`src/rtl/generic_dpram_pkg.sv`:
```
// Shared constants for the single-clock dual-port RAM used by the VGA/LCD line FIFOs.
package generic_dpram_pkg;

  localparam int DPRAM_AWIDTH = 7;
  localparam int DPRAM_DWIDTH = 16;

endpackage : generic_dpram_pkg

```
`src/rtl/generic_dpram_1clk_array.sv`:
```
// Raw storage array: synchronous write port and an asynchronous read tap,
// shaped so synthesis can map it onto block RAM.
module dpram_array
  import generic_dpram_pkg::*;
#(
  parameter int AWIDTH = DPRAM_AWIDTH,
  parameter int DWIDTH = DPRAM_DWIDTH
) (
  input  logic              clk,
  input  logic              aclr,
  input  logic              wce,
  input  logic              we,
  input  logic [AWIDTH-1:0] waddr,
  input  logic [DWIDTH-1:0] di,
  input  logic [AWIDTH-1:0] raddr,
  output logic [DWIDTH-1:0] rdata
);

  logic [DWIDTH-1:0] mem [0:(2**AWIDTH)-1];

  // Contents are never cleared; reset only blocks the write.
  always_ff @(posedge clk) begin
    if (aclr && wce && we) begin
      mem[waddr] <= di;
    end
  end

  assign rdata = mem[raddr];

endmodule : dpram_array

```
`src/rtl/generic_dpram_1clk.sv`:
```
// Single-clock simple dual-port RAM with a registered read port and oe gating.
// Define GENERIC_DPRAM_BYPASS_EN for write-through on same-address read/write.
module generic_dpram_1clk
  import generic_dpram_pkg::*;
#(
  parameter int AWIDTH = DPRAM_AWIDTH,
  parameter int DWIDTH = DPRAM_DWIDTH
) (
  input  logic              clk,
  input  logic              aclr,
  input  logic              rce,
  input  logic              oe,
  input  logic [AWIDTH-1:0] raddr,
  output logic [DWIDTH-1:0] dout,
  input  logic              wce,
  input  logic              we,
  input  logic [AWIDTH-1:0] waddr,
  input  logic [DWIDTH-1:0] di
);

  logic [DWIDTH-1:0] array_rdata;
  logic [DWIDTH-1:0] read_next;
  logic [DWIDTH-1:0] rdata_q;

  dpram_array #(
    .AWIDTH(AWIDTH),
    .DWIDTH(DWIDTH)
  ) u_array (
    .clk  (clk),
    .aclr (aclr),
    .wce  (wce),
    .we   (we),
    .waddr(waddr),
    .di   (di),
    .raddr(raddr),
    .rdata(array_rdata)
  );

`ifdef GENERIC_DPRAM_BYPASS_EN
  // Forward the incoming word when it targets the location being read.
  assign read_next = (wce && we && (waddr == raddr)) ? di : array_rdata;
`else
  assign read_next = array_rdata;
`endif

  always_ff @(posedge clk) begin
    if (!aclr) begin
      rdata_q <= '0;
    end else if (rce) begin
      rdata_q <= read_next;
    end
  end

  assign dout = oe ? rdata_q : '0;

endmodule : generic_dpram_1clk

```
`config.mk`:
```
export PLATFORM = sky130hd
export DESIGN_NAME = generic_dpram_1clk
export DESIGN_NICKNAME = d
export VERILOG_FILES = /design/src/rtl/generic_dpram_pkg.sv /design/src/rtl/generic_dpram_1clk_array.sv /design/src/rtl/generic_dpram_1clk.sv
export SDC_FILE = /design/constraint.sdc
export NUM_CORES = 2
export LEC_CHECK = 0
export CAP_MARGIN = 20
export CORE_UTILIZATION = 59
export CTS_CLUSTER_DIAMETER = 150
export DETAILED_ROUTE_END_ITERATION = 6
export PLACE_DENSITY = 0.81
export SKIP_LAST_GASP = 1
export SLEW_MARGIN = 20
export SYNTH_ARGS = -nofsm -noshare
export SYNTH_HDL_FRONTEND = slang
export SYNTH_SLANG_ARGS = --single-unit
```
`constraint.sdc`:
```
create_clock -name clk -period 6.4 [get_ports clk]
set_clock_uncertainty 0.05 [all_clocks]
set_input_delay 1.28 -clock clk [delete_from_list [all_inputs] [get_ports clk]]
set_output_delay 1.28 -clock clk [all_outputs]
set_load 0.1 [all_outputs]
```
; After elaboration in Yosys (flattened, before gate mapping)
; Memory sizes are Yosys's and may differ from the RTL's. A register that Yosys moved wholly into a read port is not among the register bits.
; Index checks and enable logic that the tools add are counted.
[op_classes]
n_reduce_logical = 3
mux = 3
[op_table]
columns = op, n
row1 = two-way mux 16 bit, 1
row2 = logical AND 1 bit, 2
row3 = two-way mux 1 bit, 2
row4 = zero test 1 bit, 1
[word_totals]
n_memories = 1
in_bits = 36
mem_bits_rw = 2048
reg_bits = 0
output_inout_bits = 16
[memory_table]
columns = memory, depth, width, rd, rd_ports_with_merged_regs, wr, line_no
row1 = u_array.mem, 128, 16, 1, 1, 1, generic_dpram_1clk_array.sv:19  ; logic [DWIDTH-1:0] mem [0:(2**AWIDTH)-1];

; Longest topological paths before layout
[logic_depth]
ltp_word = 4
ltp_mapped = 12

; By module
; From an unflattened synthesis, not the netlist that was laid out.
[unflattened]
cells_unflattened = 3138
area_unflattened_um2 = 78943.2
[modules_own_cells]
columns = module, area_each_um2, seq_area_each_um2, n_inst, cells_each
row1 = dpram_array, 78223.8, 61499.0, 1, 3070
row2 = generic_dpram_1clk, 719.4, 320.3, 1, 68

; Least setup slack after synthesis
; Ideal clock, no wire load.
[synth_path]
kind = input -> register
from = input port we
to = memory u_array.mem[80][0] in the netlist's numbering, enable pin
arrival_time_ns = 3.564
setup_ns = 0.430
stages = 5
slack_ns = 2.356
cell_sequence = and3_1 > clkbuf_1 > and2_1 > nand2_1 > nor4_1
[synth_via]
elab_chain_len = 3
[synth_rtl]
columns = item, line_no
row1 = start: declaration, generic_dpram_1clk.sv:16  ; input logic we,
row2 = logical AND 1 bit, generic_dpram_1clk_array.sv:23  ; if (aclr && wce && we) begin
row3 = two-way mux 1 bit, generic_dpram_1clk_array.sv:23
row4 = two-way mux 1 bit (implied by the code), generic_dpram_1clk_array.sv:24  ; mem[waddr] <= di;
row5 = end: declaration, generic_dpram_1clk_array.sv:19
; No other way between the ends.

; Worst setup path in the final report
[layout_path]
from = input port oe
to = output port dout[12]
[layout_via]
elab_chain_len = 1
[layout_rtl]
columns = item, line_no
row1 = start: declaration, generic_dpram_1clk.sv:12  ; input logic oe,
row2 = two-way mux 16 bit, generic_dpram_1clk.sv:54  ; assign dout = oe ? rdata_q : '0;
row3 = end: declaration, generic_dpram_1clk.sv:14  ; output logic [DWIDTH-1:0] dout,
; No other way between the ends.

==> impl_metrics.ini <==
[yosys]
synth-async-reset-ratio_pct = 0
synth-seq-cells = 2064
synth_area_um2 = 79500
syn_nets = 3626
seq_area_frac_synth_pct = 77.8
yosys_warnings = 0
synth_edf_count = 2048
syn_inst = 3590
synthFlopType = edfxtp_1
synth.distinct_cells = 61
syn_area_per_cell_um2 = 22.1

[pwr]
ir_drop_v = 0.000304
power_mw = 27.5
p_leak_nw = 28.1
power_density_nw_per_um2 = 309

[die]
initial_core_util_pct = 59.5
row_count = 134
die_w_um = 369
coreArea_um2 = 134000
dieArea_um2 = 136000
ioPinCount = 52
die_h_um = 369

[clock_network]
post_cts_buffers = 0
holdBufCountCts = 0
cts_sinks = 2064
cts_resized = 0
htreeDepth = 4
cts_tree = done
cts-root-buf = clkbuf_16
cts_buffer_depth = 3
cts_buffers = 193
clock_latency_ns = 0.85
path_clk_slew_ns = 0.07

[route]
wl_per_cell_um = 35.9
drcViolationCount = 31
vias = 41200
wl_um = 208000
first_pass_iters = 7
viasPerCell = 7.10
dr.first_iter.drc_count = 6549
drtAntennaViolNets = 0

[timing]
hold_slack_ns = 0.447
tightestPinTransition_ns = 1.33
max_freq_mhz = 204
rsz0062_at_grt = false
finalSetupTns_ns = 0
hold_viol_final = 0
report.final.slew_viol_count = 0
setup_slack_ns = 1.50
slew_headroom_pct = 10.9
period_minus_slack_ns = 4.90
finalSetupViolCount = 0
finalCritPeriodShare_pct = 76.5

[critical_path]
crit_type = in2out
cp.required_ns = 5.07
crit_top_cell = clkdlybuf4s50_1
r2r_end = rdata_q[14]
cp_data_arrival_time_ns = 3.57
start_kind = input pin
r2r_slack_ns = 3.46
critPathCaptureType = primary output
critical-path-max-stage-delay_ns = 1.14
crit_end = dout[12]
cp_max_fo = 16
path_cells = clkdlybuf4s50_1, and2_1, clkdlybuf4s50_1
worst_r2r_path_depth = 5
critPathSlowestCell = clkdlybuf4s50_1
crit_start = oe
rr_startpoint = u_array.mem[79][14]

[place]
preCtsSetupSlack_ns = 1.43
placed_area_um2 = 83000
place_congestion = 0.974
portBuffers = 51
dp_cells = 5445
dp_hpwl_um = 119000

[flow_run]
drv_cap = 0

[layout]
most-common-layout-cells = edfxtp_1, mux4_2, buf_4, clkbuf_16, mux2i_1
drive_above_1_share_pct = 26.2
finalNonFillerCells = 5795
layout_commonest_cell = edfxtp_1
final_nets = 3909
post-route-util_pct = 66.7
area_delta_synth_final_pct = 12.0
design_area_um2 = 89100

[status]
violations = design-rule violations
status = finished, violations left

[grt]
grt-ovfl-total = 0
grt_pass1_wl_um = 295000
antenna_found_initial = 11
track_usage_pct = 30.9
grt_max_degree = 126
grt_pass1_vias = 41000

[min_path]
min-delay-start = rdata_q[7]
hold_path.class = reg2reg
[sequential cells by signal, summed over array words and instances, names as in the netlist]
register     cells
u_array.mem   2048
rdata_q         16
[how the worst min path moves through the flow]
stage,endpoint,slack [ns],cells after the start
after floorplan,rdata_q[3],0.37,2
after global placement,rdata_q[7],0.40,2
after detailed placement,rdata_q[7],0.41,2
after CTS,rdata_q[7],0.43,2
after global routing,rdata_q[7],0.47,2
final,rdata_q[7],0.45,2
[critical path, delay by kind of cell]
kind | cells | cell delay (ns)
and+or+nand+nor | 1 | 0.24
buffers and inverters | 2 | 2.04
[area by class of cell]
| type | instances | area, um2 |
|---|---|---|
| Sequential cell | 2064 | 61800 |
| Fill cell | 7852 | 44600 |
| Multi-Input combinational cell | 1320 | 16500 |
| Clock buffer | 243 | 5100 |
| Timing Repair Buffer | 291 | 2440 |
| Tap cell | 1768 | 2210 |
| Clock inverter | 104 | 950 |
| Inverter | 3 | 15.0 |
| Antenna cell | 2 | 5.00 |
[Yosys cell counts, drive strengths merged, types with 18 or more instances]
cell / count / area share (%)
buf: 135 / 1.2
clkbuf: 68 / 0.32
nand3: 38 / 0.24
mux2i: 145 / 1.8
mux4: 500 / 14
edfxtp: 2048 / 77
a22oi: 37 / 0.35
a21oi: 33 / 0.21
nand2: 105 / 0.50
o22ai: 61 / 0.48
and2: 27 / 0.21
nor2b: 19 / 0.15
nor2: 148 / 0.70
o21ai: 28 / 0.18
nor3: 18 / 0.11
[layer usage]
metal / global-route usage (%) / up-vias / part of all wire, %
met5: 0 / - / 0.038
met4: 14.7 / 12 / 5.4
met3: 8.38 / 660 / 13
met2: 48.3 / 3494 / 47
met1: 40.8 / 21300 / 34
li1: - / 15700 / -
[kinds of logic after synthesis]
group                  synth area share, %
AOI/OAI and AO/OA                     2.36
buffers and inverters                 1.51
DFF                                   77.8
muxes                                 16.1
and+or+nand+nor                       2.27
[where the power goes]
part	switching, mW	internal, mW	leakage, nW
Combinational	0.958	0.480	6.65
Sequential	0.0257	14.9	18.5
Clock	4.95	6.21	2.95
Total	5.93	21.6	28.1
(Power assumes the default switching activity.)
